### config.mk
export PLATFORM = sky130hd
export DESIGN_NAME = cache_axi_read_arbiter
export DESIGN_NICKNAME = d
export VERILOG_FILES = /design/src/rtl/cache_axi_read_arbiter.sv
export SDC_FILE = /design/constraint.sdc
export NUM_CORES = 1
export LEC_CHECK = 0
export ABC_AREA = 1
export CELL_PAD_IN_SITES_DETAIL_PLACEMENT = 1
export CELL_PAD_IN_SITES_GLOBAL_PLACEMENT = 1
export CORE_MARGIN = 4
export CORE_UTILIZATION = 22
export DETAILED_ROUTE_END_ITERATION = 7
export PLACE_DENSITY = 0.89
export REMOVE_ABC_BUFFERS = 1
export SLEW_MARGIN = 40
export SYNTH_ARGS = -nofsm -noshare
export SYNTH_HDL_FRONTEND = slang
export SYNTH_SLANG_ARGS = --single-unit
### constraint.sdc
create_clock -name clk -period 2.7 [get_ports clk]
set_input_delay 0.54 -clock clk [delete_from_list [all_inputs] [get_ports clk]]
set_output_delay 0.54 -clock clk [all_outputs]
set_load 0.1 [all_outputs]
### src/rtl/cache_axi_read_arbiter.sv
// Round-robin arbiter sharing one AXI4 read port (AR/R) between the I- and D-cache.
// One transaction in flight; R beats are steered to the granted cache until RLAST.
module cache_axi_read_arbiter #(
  parameter int         LINE_BEATS = 8,
  parameter logic [3:0] ID_INST    = 4'd0,
  parameter logic [3:0] ID_DATA    = 4'd1
) (
  input  logic        clk,
  input  logic        rst,
  input  logic [31:0] i_araddr,
  input  logic        i_arvalid,
  input  logic        i_burst,
  output logic        i_arready,
  output logic [31:0] i_rdata,
  output logic        i_rvalid,
  output logic        i_rlast,
  input  logic        i_rready,
  input  logic [31:0] d_araddr,
  input  logic        d_arvalid,
  input  logic        d_burst,
  output logic        d_arready,
  output logic [31:0] d_rdata,
  output logic        d_rvalid,
  output logic        d_rlast,
  input  logic        d_rready,
  output logic [31:0] m_araddr,
  output logic [3:0]  m_arid,
  output logic [7:0]  m_arlen,
  output logic [2:0]  m_arsize,
  output logic [1:0]  m_arburst,
  output logic        m_arvalid,
  input  logic        m_arready,
  input  logic [31:0] m_rdata,
  input  logic [3:0]  m_rid,
  input  logic        m_rlast,
  input  logic        m_rvalid,
  output logic        m_rready,
  output logic        proto_err
);
  typedef enum logic [1:0] {IDLE, ADDR, DATA} state_t;
  localparam logic [7:0] BURST_LEN = 8'(LINE_BEATS - 1);
  localparam logic       GNT_INST  = 1'b0;
  localparam logic       GNT_DATA  = 1'b1;

  state_t      state_q, state_d;
  logic        grant_q, grant_d;
  logic        last_grant_q, last_grant_d;
  logic        burst_q, burst_d;
  logic [31:0] addr_q, addr_d;
  logic [7:0]  beat_cnt_q, beat_cnt_d;
  logic        proto_err_q, proto_err_d;
  logic        ar_hs, r_hs, in_data;

  assign m_araddr  = addr_q;
  assign m_arid    = (grant_q == GNT_DATA) ? ID_DATA : ID_INST;
  assign m_arlen   = burst_q ? BURST_LEN : 8'd0;
  assign m_arsize  = 3'b010;
  assign m_arburst = 2'b01;
  assign m_arvalid = (state_q == ADDR);
  assign ar_hs     = m_arvalid && m_arready;
  assign i_arready = ar_hs && (grant_q == GNT_INST);
  assign d_arready = ar_hs && (grant_q == GNT_DATA);

  assign in_data   = (state_q == DATA);
  assign i_rdata   = m_rdata;
  assign d_rdata   = m_rdata;
  assign i_rvalid  = in_data && (grant_q == GNT_INST) && m_rvalid;
  assign d_rvalid  = in_data && (grant_q == GNT_DATA) && m_rvalid;
  assign i_rlast   = in_data && (grant_q == GNT_INST) && m_rlast;
  assign d_rlast   = in_data && (grant_q == GNT_DATA) && m_rlast;
  // Outside DATA the R channel is always ready so stray beats are dropped.
  assign m_rready  = !in_data || ((grant_q == GNT_DATA) ? d_rready : i_rready);
  assign r_hs      = in_data && m_rvalid && m_rready;
  assign proto_err = proto_err_q;

  always_comb begin
    state_d      = state_q;
    grant_d      = grant_q;
    last_grant_d = last_grant_q;
    burst_d      = burst_q;
    addr_d       = addr_q;
    beat_cnt_d   = beat_cnt_q;
    proto_err_d  = proto_err_q;
    case (state_q)
      IDLE: begin
        if (i_arvalid || d_arvalid) begin
          grant_d      = (i_arvalid && d_arvalid) ? ~last_grant_q : d_arvalid;
          last_grant_d = grant_d;
          addr_d       = (grant_d == GNT_DATA) ? d_araddr : i_araddr;
          burst_d      = (grant_d == GNT_DATA) ? d_burst : i_burst;
          state_d      = ADDR;
        end
      end
      ADDR: begin
        if (m_arready) begin
          beat_cnt_d = 8'd0;
          state_d    = DATA;
        end
      end
      DATA: begin
        if (r_hs) begin
          beat_cnt_d = beat_cnt_q + 8'd1;
          // RLAST must coincide exactly with the beat numbered arlen.
          if ((m_rlast != (beat_cnt_q == m_arlen)) || (m_rid != m_arid))
            proto_err_d = 1'b1;
          if (m_rlast) state_d = IDLE;
        end
      end
      default: state_d = IDLE;
    endcase
  end

  always_ff @(posedge clk) begin
    if (rst) begin
      state_q      <= IDLE;
      grant_q      <= GNT_INST;
      last_grant_q <= GNT_DATA;
      burst_q      <= 1'b0;
      addr_q       <= 32'd0;
      beat_cnt_q   <= 8'd0;
      proto_err_q  <= 1'b0;
    end else begin
      state_q      <= state_d;
      grant_q      <= grant_d;
      last_grant_q <= last_grant_d;
      burst_q      <= burst_d;
      addr_q       <= addr_d;
      beat_cnt_q   <= beat_cnt_d;
      proto_err_q  <= proto_err_d;
    end
  end
endmodule

Yosys cells after proc, flatten, opt, wreduce, memory -nomap -nowiden
Cells that the tools add are included.
- add/subtract/negate cells: 1
- eq/ne operators: 9
- muxes and demuxes: 14
- bitwise gates (word level): 2
- reduce and logical (&&, ||, !) cells: 22
- operator list (kind ; count):
    32-bit two-way mux ; 1
    8-bit two-way mux ; 2
    8-bit one-hot mux with 2 select lines ; 1
    1-bit logical AND ; 12
    8-bit by 1-bit adder with 8-bit output (second input constant) ; 1
    8-bit by 3-bit == test with 1-bit output ; 1
    2-bit two-way mux ; 4
    2-bit != test (second input constant) ; 3
    2-bit one-hot mux with 3 select lines ; 1
    3-bit AND reduction ; 2
    1-bit two-way mux ; 4
    4-bit by 1-bit != test with 1-bit output ; 1
    4-bit AND reduction ; 1
    1-bit logical OR ; 3
    3-bit two-way mux ; 1
    2-bit by 1-bit == test with 1-bit output (second input constant) ; 1
    2-bit == test (second input constant) ; 1
    2-bit zero test ; 1
    2-bit by 1-bit != test with 1-bit output (second input constant) ; 1
    1-bit NOT ; 2
    2-bit AND reduction ; 1
    2-bit nonzero test ; 1
    1-bit zero test ; 1
    1-bit != test ; 1
- bits in registers: 46
- input bits: 111
- word-level logic and storage cells: 55

Longest topological paths before layout
Gate-level depths: netlist of run 1.
- depth in word-level cells: 6
- mapped depth: 9
- gate-level depth less buffers: 8

Worst setup path after synthesis of run 1
No wires, ideal clock.
- path kind: register to output
- from: reg state_q[0]
- to: out d_arready
- arrival: 2.860 ns
- data required time: 2.160 ns
- setup slack: -0.700 ns
- stages on the path, launching flop included: 5
- path buffers: 0
- cells stage by stage: dfxtp_1 > inv_2 > nor2_2 > nand2_2 > nor2_1
- longest elaborated chain between the ends: 3
- RTL lines (what ; line ; RTL):
    start, declared ; 45 ; state_t state_q, state_d;
    start signal, assigned ; 123 ; state_q <= state_d;
    2-bit by 1-bit == test with 1-bit output ; 59 ; assign m_arvalid = (state_q == ADDR);
    via m_arvalid ; 31 ; output logic m_arvalid,
    1-bit logical AND ; 60 ; assign ar_hs = m_arvalid && m_arready;
    1-bit logical AND ; 62 ; assign d_arready = ar_hs && (grant_q == GNT_DATA);
    end, declared ; 21 ; output logic d_arready,
The timed path passes the listed nets, and every way through them passes these cells.

Worst setup path after layout of run 1
- from: in m_rlast
- to: out d_rlast
- longest elaborated chain between the ends: 1
- RTL lines (what ; line ; RTL):
    start, declared ; 35 ; input logic m_rlast,
    1-bit logical AND ; 70 ; assign d_rlast = in_data && (grant_q == GNT_DATA) && m_rlast;
    end, declared ; 24 ; output logic d_rlast,
No other way between the ends.

==> impl_metrics.ini, run 1 <==
[cells_and_area]
share_of_final_layout_standard_cells_stronger_than_drive_strength_1_pct = 15.4
area.growth.synth_to_final_pct = 36.5
antenna_cells = 0
fin_nets = 539
final_core_utilization_pct = 30.8

[grt]
grt_start_max_net_pins = 69
grt_pass1_vias = 2791
gr-usage-all-layers_pct = 15.0
antenna_found_initial = 0
grt_first_pass_wirelength_mm = 16.5
grt.overflow.total = 0

[route]
drt_first_iter_violations = 72
num_vias = 2687
postRouteAntennaNets = 0
routedWlPerCell_um = 18.4
route.final.wire_length_mm = 11.0
number_of_vias_per_cell_after_detailed_routing = 4.51
drc = 0
tritonroute_pass_1_iters = 4

[cts]
clock_tree.buffer_depth = 2
cts_num_sinks = 46
cts-root-buf = clkbuf_16
post_cts.resized_instances = 0
clock_insertion_delay_worst_skew_ps = 290
cts_tree = done
clk_transition_reported_paths_ps = 60
clock_tree.htree_level_count = 2
count_of_buffers_added_by_post_cts_timing_repair_for_setup = 0
ctsHoldBuffers = 0
cts-buffers-inserted = 5

[synthesis]
number_of_cells_produced_by_synthesis = 381
synthesis.area_um2 = 2730
synth_largest_type_area_fraction_pct = 33.7
synthDominantAreaCellType = dfxtp_1
yosysUniqueCellTypes = 30
syn_area_per_cell_um2 = 7.18
seq_area_frac_synth_pct = 33.7
asyncSetResetFlopFracSynth_pct = 0
synth.top_cells.by_area = dfxtp_1, buf_4, nand2_1
synth_enable_flop_cells = 0
ys_ff_latch = 46
yosys_warnings = 0
yosys_most_used_dff = dfxtp_1

[sta]
layout_worst_path_cycle_share_pct = 81.2
final-max-slew-violation-count = 0
grt_setup_unrepaired = no
finalHoldViolCount = 0
final.min_clock_period_ps = 2190
fmax_mhz = 456
worst_clock_skew_ps = 3.30
setup_viol_count_final = 0

[worst_setup_path]
crit-reg2reg-launch = state_q[1]
timing.critical_path.required_ps = 2160
cp_data_arrival_time_ps = 1650
critPathCaptureType = output pin
setup.worst_path.start_class = input pin
r2r_cells = 7
r2r_slack_ps = 1230
regToRegEndpoint = beat_cnt_q[4]
max_fo_critical_path = 5
worstSetupPathType = in -> out

[flow_run]
max_cap_viol_count = 0

[pwr]
cellPowerDensity_nw_per_um2 = 699
total_power_consumption_of_the_routed_design_mw = 2.61
leakage_nw = 1.55
irDropWorstVdd_mv = 0.281

[worst_hold_path]
min_path_cells = 2
min-delay-start = last_grant_q
hold_class = reg -> reg
worst_hold_path.endpoint = last_grant_q

[floorplanning]
placementRows = 40
die_height_um = 119
design.die.area_um2 = 14300
placeableCoreArea_um2 = 12100
pin_count = 233
die_w_um = 119
floorplan.initialDensity_pct = 22.6

[status]
outcome = finished clean

[placed_design]
buffer_ports.inserted = 123
detailedPlacementHpwl_mm = 8.77
gp_routability_congestion = 0.789
[layout make-up]
cell class	instances	area (um2)
repair buffers	127	1260
flip-flops and latches	46	921
fillers	1489	8380
multi-input cells	229	1110
clock inverters	1	30.0
clock buffers	7	133
inverters	18	67.6
well taps	168	210
[layout by cell type (no fill, tap or decap), drive strengths merged, types with 3 or more instances in the layout]
cell type	count
a31oi	33
nor2	18
inv	18
o21ai	37
conb	13
nand2	94
buf	49
dfxtp	46
a21oi	13
nor3	5
xor2	3
clkdlybuf4s50	78
nand3	8
clkbuf	7
[Yosys cell counts (3+ instances only)]
cell type	count
nand3_1	7
clkbuf_1	8
xor2_1	3
inv_1	17
buf_2	7
o21ai_1	3
dfxtp_1	46
o21ai_0	34
buf_4	81
a31oi_1	33
a21oi_1	12
nor2_1	16
nand2_2	3
nor3_1	4
nand2_1	90
[metal layers]
metal | track usage [%] | up-vias | share of wire, %
met4 | 3.08 | 2 | 0.77
li1 | - | 1245 | -
met3 | 12.1 | 9 | 16
met2 | 21.0 | 191 | 42
met5 | 9.19 | - | 0.86
met1 | 17.3 | 1240 | 40
[registers in the layout (all words and copies together) (netlist names)]
name,count
m_araddr,32
beat_cnt_q,8
state_q,2
burst_q,1
grant_q,1
last_grant_q,1
proto_err,1
[report_power, final]
group / internal, mW / total [mW] / switching [mW]
clock network: 0.438 / 0.697 / 0.259
registers: 0.753 / 0.803 / 0.0497
logic: 0.279 / 1.11 / 0.831
total: 1.47 / 2.61 / 1.14
[cell families after synthesis]
family	after synthesis	synth area share, %
compound gates	84	17.1
xor+xnor	3	0.961
fa+ha+maj	1	0.458
buf+inv	117	27.8
flops	46	33.7
other cells	2	0.275
simple gates	128	19.7
[worst max-delay path: stages]
cell and delay [ps]:
clkdlybuf4s50_1 460, inv_1 90, nor3_1 340, buf_12 220
[per-stage QoR]
| step | hold WS, ps | setup TNS, ps | setup slack (ps) | cells | instance area, um2 |
|---|---|---|---|---|---|
| 3_5_place_dp | 507 | 0 | 504 | 588 | 3570 |
| 3_3_place_gp | 494 | 0 | 539 | 588 | 3570 |
| 4_1_cts | 516 | 0 | 500 | 596 | 3730 |
| 2_1_floorplan | 449 | -4570 | -1220 | 293 | 2080 |
| 6_report | 514 | 0 | 507 | 596 | 3730 |
| 5_1_grt | 536 | 0 | 429 | 596 | 3730 |
[how the worst max path moves through the flow]
stage,from,endpoint,slack (ps)
4_1_cts,m_rlast,d_rlast,500
6_report,m_rlast,d_rlast,510
5_1_grt,state_q[1],i_rlast,430
3_3_place_gp,m_rlast,d_rlast,540
2_1_floorplan,grant_q,d_rlast,-1220
3_5_place_dp,m_rlast,d_rlast,500
Note: power is estimated with default switching activity, not from simulation.
==> run 2: changes to the inputs <==
CORE_UTILIZATION = 21   (was 22)
PLACE_DENSITY = 0.85   (was 0.89)
clock period = 2.2 ns   (was 2.7 ns; I/O delays follow)
==> impl_metrics.ini, run 2 (synthesis gave the netlist of run 1 again) <==
[status]
outcome = finished clean

[floorplanning]
placementRows = 41
floorplan.initialDensity_pct = 21.6
die_height_um = 122
pin_count = 233
die_w_um = 122
placeableCoreArea_um2 = 12700
design.die.area_um2 = 14900

[grt]
grt_start_max_net_pins = 69
global_route.usage.met2_pct = 19.5
grt.met1_usage_pct = 15.5
grt_pass1_vias = 2839
busiest_layer = met2
grt_first_pass_wirelength_mm = 16.0
grt.overflow.total = 0
global_route.usage.met3_pct = 12.9
gr-usage-all-layers_pct = 14.2
antenna_found_initial = 0

[pwr]
cellPowerDensity_nw_per_um2 = 828
total_power_consumption_of_the_routed_design_mw = 3.10
leakage_nw = 1.55
irDropWorstVdd_mv = 0.296

[cells_and_area]
antenna_cells = 0
layout.cells.most_common = nand2_1
area_taken_by_flip_flops_and_latches_um2 = 921
final_core_utilization_pct = 29.6
area.growth.synth_to_final_pct = 37.1
commonest_cells_after_routing_fill_and_taps_aside = nand2_1, clkdlybuf4s50_1, dfxtp_1
fin_nets = 540
largest_register_ffs = 32
share_of_final_layout_standard_cells_stronger_than_drive_strength_1_pct = 15.9
fill_cells = 1541
multi_input_comb_area_um2 = 1110

[cts]
clock_tree.htree_level_count = 2
clk_transition_reported_paths_ps = 70
post_cts.resized_instances = 0
cts-buffers-inserted = 5
cts-root-buf = clkbuf_16
count_of_buffers_added_by_post_cts_timing_repair_for_setup = 0
cts_num_sinks = 46
cts_tree = done
ctsHoldBuffers = 0
clock_tree.buffer_depth = 2
clock_insertion_delay_worst_skew_ps = 280

[worst_setup_path]
critical_path.startpoint = state_q[1]
crit-reg2reg-launch = grant_q
setup.worst_path.start_class = register
cp_data_arrival_time_ps = 1610
worstSetupPathType = reg -> out
critPathMaxStageDelay_ps = 420
crit_path_top_delay_cell = dfxtp_1
critPathMostFrequentCell = inv_1
critPathCaptureType = output pin
max_fo_critical_path = 7
path_cells = inv_1 > nor2_4 > inv_1 > nor3_1 > buf_12
timing.critical_path.required_ps = 1760

[placed_design]
buffer_ports.inserted = 123
detailedPlacementHpwl_mm = 8.75
gp_routability_congestion = 0.776

[route]
drc = 0
postRouteAntennaNets = 0
number_of_vias_per_cell_after_detailed_routing = 4.46
drt_first_iter_violations = 54
num_vias = 2683
tritonroute_pass_1_iters = 4
route.final.wire_length_mm = 10.8
routedWlPerCell_um = 18.0

[worst_hold_path]
min-delay-start = last_grant_q
hold_class = reg -> reg

[sta]
fmax_mhz = 488
final.min_clock_period_ps = 2050
setup_viol_count_final = 0
final.setup.tns_ps = 0
finalHoldViolCount = 0
worst_clock_skew_ps = 3.85
whs_ps = 518
grt_setup_unrepaired = no
final-max-slew-violation-count = 0
layout_worst_path_cycle_share_pct = 93.2

[flow_run]
max_cap_viol_count = 0
-- run 2: stage by stage --
step | setup WS [ps] | cell area, um2 | instances
CTS | 128 | 3750 | 601
global placement | 255 | 3610 | 593
detailed placement | 183 | 3610 | 593
floorplan | -1620 | 2080 | 293
finish | 151 | 3750 | 601
global route | 43.2 | 3750 | 601
-- run 2: where the power goes --
part           total (mW)  switching (mW)  internal (mW)
registers           0.983          0.0588          0.924
logic                1.37            1.02          0.354
clock network       0.748           0.326          0.422
-- run 2: worst paths after layout --
kind,endpoint,slack (ps),cells after the start
max reg2reg,beat_cnt_q[6],720,8
max,d_rlast,150,5
min,last_grant_q,520,2
min reg2reg,last_grant_q,520,2
-- run 2: critical path, delay by kind of cell, from the launching register on --
kind                   cells  cell delay [ps]
and+or+nand+nor            2              490
DFF                        1              420
buffers and inverters      3              410
-- run 2: area by class of cell --
class                           instances  area share, %
Inverter                               18           1.80
Tap cell                              172           5.74
Timing Repair Buffer                  128           34.5
Sequential cell                        46           24.6
Multi-Input combinational cell        229           29.6
Clock buffer                            6           3.44
Clock inverter                          2          0.367
-- run 2: routing by layer --
layer	share of wire, %	wire length, um
met3	18	1970
met1	39	4190
met4	1.6	172
met2	40	4320
met5	1.3	137
==> run 3: changes to the inputs <==
CORE_MARGIN = default   (was 4)
RECOVER_POWER = 25   (was default)
==> impl_metrics.ini, run 3 (synthesis gave the netlist of run 1 again) <==
[worst_setup_path]
max_fo_critical_path = 7
critPathCaptureType = output pin
cp_data_arrival_time_ps = 1630
timing.critical_path.required_ps = 1760
setup.worst_path.start_class = register
worstSetupPathType = reg -> out

[cells_and_area]
area_taken_by_flip_flops_and_latches_um2 = 921
layout.cells.most_common = nand2_1
final_core_utilization_pct = 29.6
multi_input_comb_area_um2 = 1110
antenna_cells = 0
area.growth.synth_to_final_pct = 37.2
fin_nets = 539
final_cells = 599
fill_cells = 1543
layout.cell_area.non_filler_um2 = 3750
share_of_final_layout_standard_cells_stronger_than_drive_strength_1_pct = 15.9
commonest_cells_after_routing_fill_and_taps_aside = nand2_1, clkdlybuf4s50_1, dfxtp_1
largest_register_ffs = 32

[sta]
fmax_mhz = 484
layout_worst_path_cycle_share_pct = 94.0
whs_ps = 527
finalHoldViolCount = 0
fin_ws_ps = 133
final.min_clock_period_ps = 2070
final-max-slew-violation-count = 0
worst_clock_skew_ps = 4.74
final.setup.tns_ps = 0
grt_setup_unrepaired = no
setup_viol_count_final = 0

[grt]
antenna_found_initial = 0
grt_pass1_vias = 2645
gr-usage-all-layers_pct = 15.1
grt_first_pass_wirelength_mm = 14.8
grt_start_max_net_pins = 69
grt.overflow.total = 0

[floorplanning]
pin_count = 233
design.die.area_um2 = 13500
die_height_um = 116
die_w_um = 116
placementRows = 41
placeableCoreArea_um2 = 12700
floorplan.initialDensity_pct = 21.6

[cts]
clk_transition_reported_paths_ps = 60
clock_insertion_delay_worst_skew_ps = 280
clock_tree.buffer_depth = 2
cts-buffers-inserted = 5
clock_tree.htree_level_count = 2
cts_num_sinks = 46
ctsHoldBuffers = 0
cts-root-buf = clkbuf_16
post_cts.resized_instances = 0
cts_tree = done
count_of_buffers_added_by_post_cts_timing_repair_for_setup = 0

[route]
number_of_vias_per_cell_after_detailed_routing = 4.43
routedWlPerCell_um = 17.0
drc = 0
drt_first_iter_violations = 88
num_vias = 2652
route.final.wire_length_mm = 10.2
tritonroute_pass_1_iters = 4
postRouteAntennaNets = 0

[placed_design]
detailedPlacementHpwl_mm = 8.09
buffer_ports.inserted = 123
place_worst_setup_slack_ps = 185
placedCellCount = 592
gp_routability_congestion = 0.768
dpl-instance-area_um2 = 3610

[status]
outcome = finished clean

[pwr]
irDropWorstVdd_mv = 0.345
total_power_consumption_of_the_routed_design_mw = 3.09
leakage_nw = 1.55
cellPowerDensity_nw_per_um2 = 823

[worst_hold_path]
hold_class = reg -> reg

[flow_run]
max_cap_viol_count = 0
==> run 3: path summary, 6_finish.rpt <==
kind | startpoint | to | slack [ps] | cells after the start
worst min-delay path | beat_cnt_q[0] | beat_cnt_q[0] | 530 | 2
worst max-delay path | state_q[1] | i_rlast | 130 | 5
worst max register to register | grant_q | beat_cnt_q[4] | 710 | 8
worst min register to register | beat_cnt_q[0] | beat_cnt_q[0] | 530 | 2
==> run 3: layer usage <==
metal	vias up	share of wire, %	GRT usage, %
met5	-	1.3	8.89
met4	4	1.1	3.85
met3	13	17	12.8
met2	176	41	22.0
met1	1219	40	15.6
li1	1240	-	-
==> run 3: worst max-delay path: stages, from the launching register on <==
cell	delay [ps]
dfxtp_1	430
inv_1	100
nor2_4	190
inv_1	90
nor3_1	290
buf_12	220
==> run 3: area by class of cell <==
class	instances	area share [%]
Clock buffer	5	3.34
Clock inverter	2	0.267
Multi-Input combinational cell	229	29.7
Inverter	18	1.80
Sequential cell	46	24.5
Timing Repair Buffer	127	34.6
Tap cell	172	5.74
==> run 3: power breakdown <==
group / leakage, nW / internal [mW] / switching (mW)
Sequential: 0.380 / 0.924 / 0.0612
Combinational: 1.10 / 0.355 / 1.02
Clock: 0.0694 / 0.411 / 0.317
Total: 1.55 / 1.69 / 1.40
